[config.mk]
export PLATFORM = sky130hd
export DESIGN_NAME = div_unit
export DESIGN_NICKNAME = d
export VERILOG_FILES = /design/src/rtl/div_unit_pkg.sv /design/src/rtl/div_unit_step.sv /design/src/rtl/div_unit.sv
export SDC_FILE = /design/constraint.sdc
export NUM_CORES = 1
export LEC_CHECK = 0
export CAP_MARGIN = 15
export CORE_ASPECT_RATIO = 2
export CORE_MARGIN = 1
export CORE_UTILIZATION = 50
export DETAILED_ROUTE_END_ITERATION = 8
export PLACE_DENSITY = 0.86
export RECOVER_POWER = 100
export SLEW_MARGIN = 20
export SYNTH_ARGS = -nofsm -noshare
export SYNTH_HDL_FRONTEND = slang
export SYNTH_SLANG_ARGS = --single-unit
[constraint.sdc]
create_clock -name clk -period 3.3 [get_ports clk]
set_clock_uncertainty 0.2 [all_clocks]
set_input_delay 0.825 -clock clk [delete_from_list [all_inputs] [get_ports clk]]
set_output_delay 0.825 -clock clk [all_outputs]
set_load 0.005 [all_outputs]
[src/rtl/div_unit_pkg.sv]
// Shared constants and state encoding for the iterative restoring divider.
package div_unit_pkg;

    localparam int unsigned DIV_WIDTH   = 32;
    localparam int unsigned DIV_CNT_W   = $clog2(DIV_WIDTH);
    localparam int unsigned DIV_LATENCY = DIV_WIDTH + 2;

    typedef enum logic [1:0] {
        S_IDLE = 2'd0,
        S_CALC = 2'd1,
        S_FIX  = 2'd2,
        S_DONE = 2'd3
    } div_state_e;

endpackage

[src/rtl/div_unit_step.sv]
// One radix-2 restoring iteration: shift in a dividend bit, trial-subtract, restore on borrow.
module div_unit_step
    import div_unit_pkg::*;
#(
    parameter int unsigned DATA_WIDTH = DIV_WIDTH
) (
    input  logic [DATA_WIDTH-1:0] i_rem,
    input  logic                  i_bit,
    input  logic [DATA_WIDTH-1:0] i_divisor,
    output logic [DATA_WIDTH-1:0] o_rem_c,
    output logic                  o_qbit_c
);

    logic [DATA_WIDTH:0]   w_shift;
    logic [DATA_WIDTH+1:0] w_diff;
    logic                  w_unused_msb;

    assign w_shift  = {i_rem, i_bit};
    assign w_diff   = {1'b0, w_shift} - {2'b00, i_divisor};
    assign o_qbit_c = ~w_diff[DATA_WIDTH+1];
    // The kept remainder is always below the divisor, so its top bit is dropped.
    assign o_rem_c  = o_qbit_c ? w_diff[DATA_WIDTH-1:0] : w_shift[DATA_WIDTH-1:0];
    assign w_unused_msb = w_diff[DATA_WIDTH];

endmodule

[src/rtl/div_unit.sv]
// MIPS DIV/DIVU iterative divider: magnitude restoring division, then a sign-fix cycle.
module div_unit
    import div_unit_pkg::*;
#(
    parameter int unsigned DATA_WIDTH = DIV_WIDTH
) (
    input  logic                  clk,
    input  logic                  resetn,
    input  logic                  div_valid,
    output logic                  div_ready,
    input  logic                  div_signed,
    input  logic [DATA_WIDTH-1:0] div_a,
    input  logic [DATA_WIDTH-1:0] div_b,
    input  logic                  cancel,
    output logic                  res_valid,
    input  logic                  res_ready,
    output logic [DATA_WIDTH-1:0] quotient,
    output logic [DATA_WIDTH-1:0] remainder
);

    localparam int unsigned CNT_W = $clog2(DATA_WIDTH);

    div_state_e            r_state;
    logic [CNT_W-1:0]      r_cnt;
    logic [DATA_WIDTH-1:0] r_rem;
    logic [DATA_WIDTH-1:0] r_dvd;
    logic [DATA_WIDTH-1:0] r_dvs;
    logic [DATA_WIDTH-1:0] r_orig_a;
    logic                  r_q_neg;
    logic                  r_r_neg;
    logic                  r_div0;
    logic                  r_div_ready;
    logic                  r_res_valid;
    logic [DATA_WIDTH-1:0] r_quotient;
    logic [DATA_WIDTH-1:0] r_remainder;

    logic [DATA_WIDTH-1:0] w_abs_a;
    logic [DATA_WIDTH-1:0] w_abs_b;
    logic [DATA_WIDTH-1:0] w_step_rem;
    logic                  w_step_q;
    logic [DATA_WIDTH-1:0] w_q_fix;
    logic [DATA_WIDTH-1:0] w_r_fix;

    assign w_abs_a = (div_signed && div_a[DATA_WIDTH-1]) ? DATA_WIDTH'(-div_a) : div_a;
    assign w_abs_b = (div_signed && div_b[DATA_WIDTH-1]) ? DATA_WIDTH'(-div_b) : div_b;
    assign w_q_fix = r_q_neg ? DATA_WIDTH'(-r_dvd) : r_dvd;
    assign w_r_fix = r_r_neg ? DATA_WIDTH'(-r_rem) : r_rem;

    // The dividend register doubles as the quotient shift register.
    div_unit_step #(.DATA_WIDTH(DATA_WIDTH)) u_step (
        .i_rem     (r_rem),
        .i_bit     (r_dvd[DATA_WIDTH-1]),
        .i_divisor (r_dvs),
        .o_rem_c   (w_step_rem),
        .o_qbit_c  (w_step_q)
    );

    always_ff @(posedge clk or negedge resetn) begin
        if (!resetn) begin
            r_state     <= S_IDLE;
            r_cnt       <= '0;
            r_rem       <= '0;
            r_dvd       <= '0;
            r_dvs       <= '0;
            r_orig_a    <= '0;
            r_q_neg     <= 1'b0;
            r_r_neg     <= 1'b0;
            r_div0      <= 1'b0;
            r_div_ready <= 1'b1;
            r_res_valid <= 1'b0;
            r_quotient  <= '0;
            r_remainder <= '0;
        end else if (cancel) begin
            r_state     <= S_IDLE;
            r_res_valid <= 1'b0;
            r_div_ready <= 1'b1;
        end else begin
            case (r_state)
                S_IDLE: begin
                    if (div_valid && r_div_ready) begin
                        r_state     <= S_CALC;
                        r_div_ready <= 1'b0;
                        r_cnt       <= '0;
                        r_rem       <= '0;
                        r_dvd       <= w_abs_a;
                        r_dvs       <= w_abs_b;
                        r_orig_a    <= div_a;
                        r_q_neg     <= div_signed & (div_a[DATA_WIDTH-1] ^ div_b[DATA_WIDTH-1]);
                        r_r_neg     <= div_signed & div_a[DATA_WIDTH-1];
                        r_div0      <= (div_b == '0);
                    end
                end
                S_CALC: begin
                    r_rem <= w_step_rem;
                    r_dvd <= {r_dvd[DATA_WIDTH-2:0], w_step_q};
                    r_cnt <= r_cnt + CNT_W'(1);
                    if (r_cnt == CNT_W'(DATA_WIDTH - 1)) begin
                        r_state <= S_FIX;
                    end
                end
                S_FIX: begin
                    r_quotient  <= r_div0 ? '1 : w_q_fix;
                    r_remainder <= r_div0 ? r_orig_a : w_r_fix;
                    r_state     <= S_DONE;
                end
                S_DONE: begin
                    // Valid is raised one cycle after the results settle, then held until taken.
                    if (!r_res_valid) begin
                        r_res_valid <= 1'b1;
                    end else if (res_ready) begin
                        r_state     <= S_IDLE;
                        r_res_valid <= 1'b0;
                        r_div_ready <= 1'b1;
                    end
                end
                default: begin
                    r_state <= S_IDLE;
                end
            endcase
        end
    end

    assign div_ready = r_div_ready;
    assign res_valid = r_res_valid;
    assign quotient  = r_quotient;
    assign remainder = r_remainder;

endmodule

======== After elaboration in Yosys (flattened, before gate mapping) ========
Cells that the tools add are included.
word-level totals
  flip-flop bits (word level) ............. 204
  logic and storage cells ................. 74
cells by class
  reduce and logical (&&, ||, !) cells .... 13
  bitwise gates (word level) .............. 5
  muxes and demuxes ....................... 28
  add/sub/neg operators ................... 6
  equal/unequal tests ..................... 9
operators by type and width
  kind                                           count
  two-way mux 32 bit                             9
  negator 32 bit                                 4
  case mux 32 bit (2 select lines)               2
  subtractor 33 x 32 -> 34 bit                   1
  zero test 32 bit                               1
  inequality test 3 bit, second input constant   4
  two-way mux 2 bit                              5
  case mux 5 bit (2 select lines)                1
  two-way mux 1 bit                              8
  case mux 2 bit (4 select lines)                1
  AND reduction 4 bit                            2
  AND reduction 3 bit                            2
  adder 5 x 1 -> 5 bit, second input constant    1
  == test 5 bit, second input constant           1
  two-way mux 5 bit                              1
  == test 2 bit, second input constant           2
  nonzero test 2 bit                             2
  logical AND 1 bit                              3
  nonzero test 3 bit                             1
  AND 1 bit                                      2
  == test 2 x 1 -> 1 bit, second input constant  1
  zero test 2 bit                                1
  inequality test 2 bit, second input constant   1
  NOT 1 bit                                      2
  other kinds (3)                                3

======== Longest topological paths before layout ========
  word-level depth ........................ 4
  depth in mapped cells ................... 13

======== Modules after synthesis ========
A second synthesis with hierarchy kept.
unflattened totals
  cells, all modules ...................... 1,558
  area, all modules ....................... 13,185.1 um^2
by module, submodules not included
  module         area an instance (um^2)  cells each  times used
  div_unit       10,755.3                 1,185       1
  div_unit_step  2,429.8                  373         1

======== Least setup slack after synthesis ========
OpenSTA, ideal clock, no wires.
  path kind ............................... input -> register
  start ................................... input port div_a[4]
  end ..................................... register r_dvd[24]
  cell stages on the path ................. 7
  arrival ................................. 2,773 ps
  required time ........................... 2,965 ps
  buffers on the path ..................... 0
  setup time .............................. 135 ps
  path slack .............................. 192 ps
  cell sequence ........................... nor4_1 > nand3_1 > or3_1 > nor4_1 > a21oi_1 > xnor2_1 > o22ai_1
on the way
  word-level cells in the longest chain between the ends .. 4
RTL lines
  what                              RTL line        RTL
  start, declared                   div_unit.sv:12  input logic [DATA_WIDTH-1:0] div_a,
  negator 32 bit                    div_unit.sv:44  assign w_abs_a = (div_signed && div_a[DATA_WIDTH-1]) ? DATA_WIDTH'(-div_a) : div_a;
  two-way mux 32 bit                div_unit.sv:44
  two-way mux 32 bit                div_unit.sv:80  if (div_valid && r_div_ready) begin
  case mux 32 bit (2 select lines)  div_unit.sv:78  case (r_state)
  end signal, assigned              div_unit.sv:85  r_dvd <= w_abs_a;
  end signal, assigned              div_unit.sv:95  r_dvd <= {r_dvd[DATA_WIDTH-2:0], w_step_q};
  end, declared                     div_unit.sv:26  logic [DATA_WIDTH-1:0] r_dvd;
No other way between the ends. The select of a mux whose other input is x is not followed.
A chain may end at the register's enable or synchronous reset.

======== Final worst setup path ========
  start ................................... register r_dvd[31]
  end ..................................... register r_rem[6]
on the way
  word-level cells in the longest chain between the ends .. 3
RTL lines
  what                              RTL line             RTL
  subtractor 33 x 32 -> 34 bit      div_unit_step.sv:19  assign w_diff = {1'b0, w_shift} - {2'b00, i_divisor};
  two-way mux 32 bit                div_unit_step.sv:22  assign o_rem_c = o_qbit_c ? w_diff[DATA_WIDTH-1:0] : w_shift[DATA_WIDTH-1:0];
  case mux 32 bit (2 select lines)  div_unit.sv:78
  end signal, assigned              div_unit.sv:94       r_rem <= w_step_rem;
  end, declared                     div_unit.sv:25       logic [DATA_WIDTH-1:0] r_rem;
No other way between the ends.

==> report_table.html <==
<table>
<tr><th>Metric</th><th>Value</th></tr>
<tr><th colspan="2">Run status</th></tr>
<tr><td>Run status</td><td>finished, violations left</td></tr>
<tr><td>Violated checks</td><td>capacitance limit, slew limit</td></tr>
<tr><th colspan="2">Pwr</th></tr>
<tr><td>Switching share of power</td><td>0.445</td></tr>
<tr><td>Cell-internal power</td><td>9.28 mW</td></tr>
<tr><td>Max IR drop VDD</td><td>0.543 mV</td></tr>
<tr><td>Combinational Power Share</td><td>0.589</td></tr>
<tr><td>Flop pwr share</td><td>0.275</td></tr>
<tr><td>Relative contribution of the clock network to total power</td><td>0.136</td></tr>
<tr><td>Overall power</td><td>16.7 mW</td></tr>
<tr><td>Static Leakage</td><td>7.03 nW</td></tr>
<tr><td>Switching component of the power</td><td>7.43 mW</td></tr>
<tr><td>Areal power density over the cells</td><td>1060 nW/um^2</td></tr>
<tr><th colspan="2">Clock tree</th></tr>
<tr><td>Maximum buffer depth of the clock tree</td><td>3</td></tr>
<tr><td>Number of clock sinks</td><td>204</td></tr>
<tr><td>Num CTS Buffers</td><td>19</td></tr>
<tr><td>Total of hold buffers inserted after clock tree synthesis</td><td>0</td></tr>
<tr><td>Clock insertion delay at the later pin of the skew report</td><td>0.49 ns</td></tr>
<tr><td>Number of H-tree levels</td><td>1</td></tr>
<tr><td>Clock tree from TritonCTS</td><td>built</td></tr>
<tr><td>Root Buffer Master</td><td>sky130_fd_sc_hd__clkbuf_16</td></tr>
<tr><td>Clock-pin slew of the registers on the worst-case setup and hold paths</td><td>0.07 ns</td></tr>
<tr><th colspan="2">Setup path</th></tr>
<tr><td>Critical Path RT</td><td>roughly 3.5 ns</td></tr>
<tr><td>Critical Path Source Type</td><td>flop</td></tr>
<tr><td>Worst Reg-to-Reg Cells</td><td>12</td></tr>
<tr><td>Source of the worst register-to-register timing path</td><td>r_dvd[31]$_DFFE_PN0P_</td></tr>
<tr><td>Register-to-register path setup slack</td><td>0.05 ns</td></tr>
<tr><td>Crit-path most repeated cell</td><td>sky130_fd_sc_hd__a21oi_2</td></tr>
<tr><td>Longest individual stage delay on the worst path</td><td>0.51 ns</td></tr>
<tr><td>Category of cells accounting for the largest share of critical-path delay</td><td>compound AO/OA/AOI/OAI gates</td></tr>
<tr><td>Worst setup path class</td><td>reg2reg</td></tr>
<tr><td>Worst Path Buf+Inv</td><td>3</td></tr>
<tr><td>Critical-path maximum fanout</td><td>19</td></tr>
<tr><td>Worst path arrival time</td><td>3.47 ns</td></tr>
<tr><td>CP cell instances</td><td>inv_2 -&gt; ha_1 -&gt; nand2b_1 -&gt; a21oi_2 -&gt; o21bai_4 -&gt; o41ai_4 -&gt; a21oi_2 -&gt; buf_4 -&gt; o311a_4 -&gt; buf_12 -&gt; or4_1 -&gt; nand3_1</td></tr>
<tr><td>Crit. End Element</td><td>flop</td></tr>
<tr><td>Destination of the worst register-to-register timing path</td><td>r_rem[6]$_DFFE_PN0P_</td></tr>
<tr><td>Slowest CP cell</td><td>sky130_fd_sc_hd__or4_1</td></tr>
<tr><th colspan="2">Synthesis</th></tr>
<tr><td>Number of register bits inferred by synthesis</td><td>204</td></tr>
<tr><td>Predominant post-synthesis flop cell</td><td>sky130_fd_sc_hd__dfrtp_1</td></tr>
<tr><td>Synthesized netlist net count</td><td>1,551</td></tr>
<tr><td>Part of the Yosys area used for sequential elements</td><td>0.407</td></tr>
<tr><td>Yosys warning count</td><td>0</td></tr>
<tr><td>Number of distinct library cells after synthesis</td><td>61</td></tr>
<tr><td>Post-Syn Area per Cell</td><td>8.72 um^2</td></tr>
<tr><td>Biggest area contributors in the synthesized netlist</td><td>sky130_fd_sc_hd__dfrtp_1, sky130_fd_sc_hd__xor2_1, sky130_fd_sc_hd__a21oi_1, sky130_fd_sc_hd__o21ai_0, sky130_fd_sc_hd__nand2_1</td></tr>
<tr><td>Cell area after technology mapping</td><td>12,500 um^2</td></tr>
<tr><td>Fraction of registers with async set or reset after synthesis</td><td>1.00</td></tr>
<tr><td>Number of enable-type register cells in the synthesized netlist</td><td>0</td></tr>
<tr><td>Top-area cell type share of the netlist area</td><td>0.405</td></tr>
<tr><td>Syn Inst Count</td><td>1,438</td></tr>
<tr><td>Cell accounting for the most synthesized area</td><td>sky130_fd_sc_hd__dfrtp_1</td></tr>
<tr><th colspan="2">Floorplanning</th></tr>
<tr><td>Die Footprint</td><td>25,700 um^2</td></tr>
<tr><td>Number of cell rows</td><td>approximately 80</td></tr>
<tr><td>Top-Level Pins</td><td>roughly 140</td></tr>
<tr><td>Die width</td><td>about 110 um</td></tr>
<tr><td>Initial core utilization</td><td>0.511</td></tr>
<tr><td>Vertical die dimension</td><td>226 um</td></tr>
<tr><td>Floorplan Core Area</td><td>between 20,000 and 25,000 um^2</td></tr>
<tr><th colspan="2">Final layout</th></tr>
<tr><td>Area added between synthesis and finish</td><td>25.5%</td></tr>
<tr><td>Finished Core Util</td><td>0.642</td></tr>
<tr><td>Commonest non-fill, non-tap cell in the layout</td><td>sky130_fd_sc_hd__dfrtp_1</td></tr>
<tr><td>Leading cell types in the layout, fill and taps excluded</td><td>sky130_fd_sc_hd__dfrtp_1, sky130_fd_sc_hd__nand2_1, sky130_fd_sc_hd__a21oi_1</td></tr>
<tr><td>Fillers</td><td>2,006</td></tr>
<tr><td>Share of cells above drive strength 1</td><td>0.130</td></tr>
<tr><td>Number of antenna diodes</td><td>0</td></tr>
<tr><td>Final nets</td><td>1,757</td></tr>
<tr><td>Non-filler instance count after layout</td><td>1,986</td></tr>
<tr><th colspan="2">Job</th></tr>
<tr><td>Count of max-cap constraint violations</td><td>1</td></tr>
<tr><th colspan="2">Global route</th></tr>
<tr><td>Antenna violations before repair</td><td>0</td></tr>
<tr><td>Wire length of the first global-routing pass</td><td>55,700 um</td></tr>
<tr><td>Gr ovfl total</td><td>0</td></tr>
<tr><td>GRT Overall Usage</td><td>0.272</td></tr>
<tr><td>Largest net degree at the start of global routing</td><td>73</td></tr>
<tr><td>Vias in the first global route</td><td>11,700</td></tr>
<tr><th colspan="2">Hold path</th></tr>
<tr><td>Worst min path class</td><td>reg2reg</td></tr>
<tr><td>Worst Hold Path EP</td><td>quotient[0]$_DFFE_PN0P_</td></tr>
<tr><td>Worst hold start</td><td>quotient[0]$_DFFE_PN0P_</td></tr>
<tr><td>Cell depth of the worst hold path</td><td>2</td></tr>
<tr><th colspan="2">Timing</th></tr>
<tr><td>Min Tclk post-route</td><td>3.25 ns</td></tr>
<tr><td>Number of setup violations in the final report</td><td>0</td></tr>
<tr><td>Post-route fraction of the period consumed by the critical path</td><td>0.984</td></tr>
<tr><td>Worst hold margin</td><td>0.275 ns</td></tr>
<tr><td>Highest attainable clock frequency</td><td>around 0.3 GHz</td></tr>
<tr><td>Worst slew slack as a fraction of its limit</td><td>-0.212</td></tr>
<tr><td>Number of slew-limit violations in the final report</td><td>72</td></tr>
<tr><td>Smallest setup slack after layout</td><td>0.0542 ns</td></tr>
<tr><td>Transition time of the tightest slew-check pin</td><td>~1.8 ns</td></tr>
<tr><td>Final Hold Viols</td><td>0</td></tr>
<tr><th colspan="2">Route</th></tr>
<tr><td>Ratio of routed vias to standard cells</td><td>5.82</td></tr>
<tr><td>Routed wirelength normalized by instance count</td><td>17.4 um</td></tr>
<tr><td>Total iterations of the first detailed-routing run</td><td>6</td></tr>
<tr><td>Drt initial violations</td><td>913</td></tr>
<tr><td>Total via count in the routed design</td><td>11,600</td></tr>
<tr><td>Detailed-route DRC error count</td><td>0</td></tr>
<tr><td>Post-DRT Antenna Nets</td><td>0</td></tr>
<tr><td>Total wire length after detailed routing</td><td>between 30,000 and 40,000 um</td></tr>
<tr><th colspan="2">Placement</th></tr>
<tr><td>Number of cells after detailed placement</td><td>~2,000</td></tr>
<tr><td>Placer congestion estimate</td><td>between 0.8 and 0.9</td></tr>
<tr><td>HPWL after detailed placement</td><td>26,400 um</td></tr>
<tr><td>Total of buffers placed on input and output ports</td><td>135</td></tr>
<tr><td>Setup slack after placement</td><td>-0.262 ns</td></tr>
</table>
-- how the worst max path moves through the flow --
stage          cells after the start                  start  slack, ns                         to
3_3_place_gp                      10               div_a[8]      -0.13      r_dvd[30]$_DFFE_PN0P_
4_1_cts                           11   r_rem[5]$_DFFE_PN0P_     0.0002       r_rem[6]$_DFFE_PN0P_
6_report                          12  r_dvd[31]$_DFFE_PN0P_       0.05       r_rem[6]$_DFFE_PN0P_
5_1_grt                            8  r_rem[10]$_DFFE_PN0P_      -0.04  remainder[25]$_DFFE_PN0P_
2_1_floorplan                      7               div_a[4]       0.19      r_dvd[24]$_DFFE_PN0P_
3_5_place_dp                      10               div_a[9]      -0.26      r_dvd[30]$_DFFE_PN0P_
-- synth_stat cells, drive strengths merged, types with 10 or more instances --
| library cell | count |
|---|---|
| a21o | 10 |
| a21oi | 139 |
| a32oi | 11 |
| and3 | 15 |
| buf | 16 |
| clkbuf | 65 |
| dfrtp | 203 |
| ha | 42 |
| inv | 53 |
| mux2 | 30 |
| nand2 | 156 |
| nand2b | 10 |
| nand3 | 52 |
| nor2 | 123 |
| nor3 | 15 |
| nor4 | 14 |
| o21ai | 133 |
| o22ai | 24 |
| o311ai | 17 |
| o31ai | 34 |
| o41ai | 15 |
| or3 | 18 |
| or4 | 15 |
| xnor2 | 59 |
| xor2 | 89 |
-- flip-flops by register name, summed over array words and instances (netlist names) --
name	flops
r_r_neg	1
r_div0	1
r_cnt	5
r_dvs	32
r_orig_a	32
res_valid	1
quotient	32
r_q_neg	1
r_rem	32
r_dvd	32
remainder	32
r_state	2
div_ready	1
-- power groups by stage --
stage | Combinational (mW) | Sequential [mW] | Clock [mW]
2_1_floorplan | 6.19 | 4.41 | 0
3_3_place_gp | 9.30 | 4.54 | 0
3_5_place_dp | 9.61 | 4.61 | 0
4_1_cts | 9.80 | 4.58 | 2.29
5_1_grt | 10.9 | 4.73 | 2.37
6_report | 9.85 | 4.60 | 2.27
-- tightest hold or removal path, cell delays in order (launching register included) --
cell,delay (ns)
sky130_fd_sc_hd__dfrtp_1,0.35
sky130_fd_sc_hd__nand2_1,0.05
sky130_fd_sc_hd__nand2_1,0.05
-- cells by family (layout without fill, tap and decap cells) --
kind of cell / after synthesis / after routing / share of synthesized area
simple gates: 445 / 445 / 0.164
compound gates: 425 / 425 / 0.207
flops: 204 / 204 / 0.407
xor+xnor: 148 / 148 / 0.103
buf+inv: 134 / 350 / 0.0409
fa+ha+maj: 43 / 43 / 0.0435
mux: 39 / 39 / 0.0341
-- timing repair --
item | 4_1_cts | 5_1_grt
cloned | 0 | 0
buffers inserted | 3 | 1
pin swaps | 4 | 4
setup endpoints to repair | 3 | 30
gates resized for setup | 8 | 18
-- final cells by class --
type                       count  area, um^2  area share
sequential                   204        5110       0.325
timing repair buffer         266        2360       0.150
clock inverter                 5        82.6     0.00525
tap                          332         415      0.0264
clock buffer                  26         542      0.0344
multi-input combinational   1100        7030       0.446
inverter                      53         199      0.0126
-- routing by layer --
layer / track usage / vias to the layer above / wire [um]
li1: - / 5544 / -
met1: 0.272 / 5498 / 12000
met2: 0.520 / 385 / 19000
met3: 0.0215 / 141 / 1350
met4: 0.189 / 0 / 2260
met5: 0 / - / 0
-- per-stage QoR --
stage	setup TNS [ns]	cell area, um^2
floorplan	0	12500
global placement	-0.573	15100
detailed placement	-1.45	15100
CTS	0	15800
global route	-0.0963	15700
finish	0	15700
(Power assumes the default switching activity.)
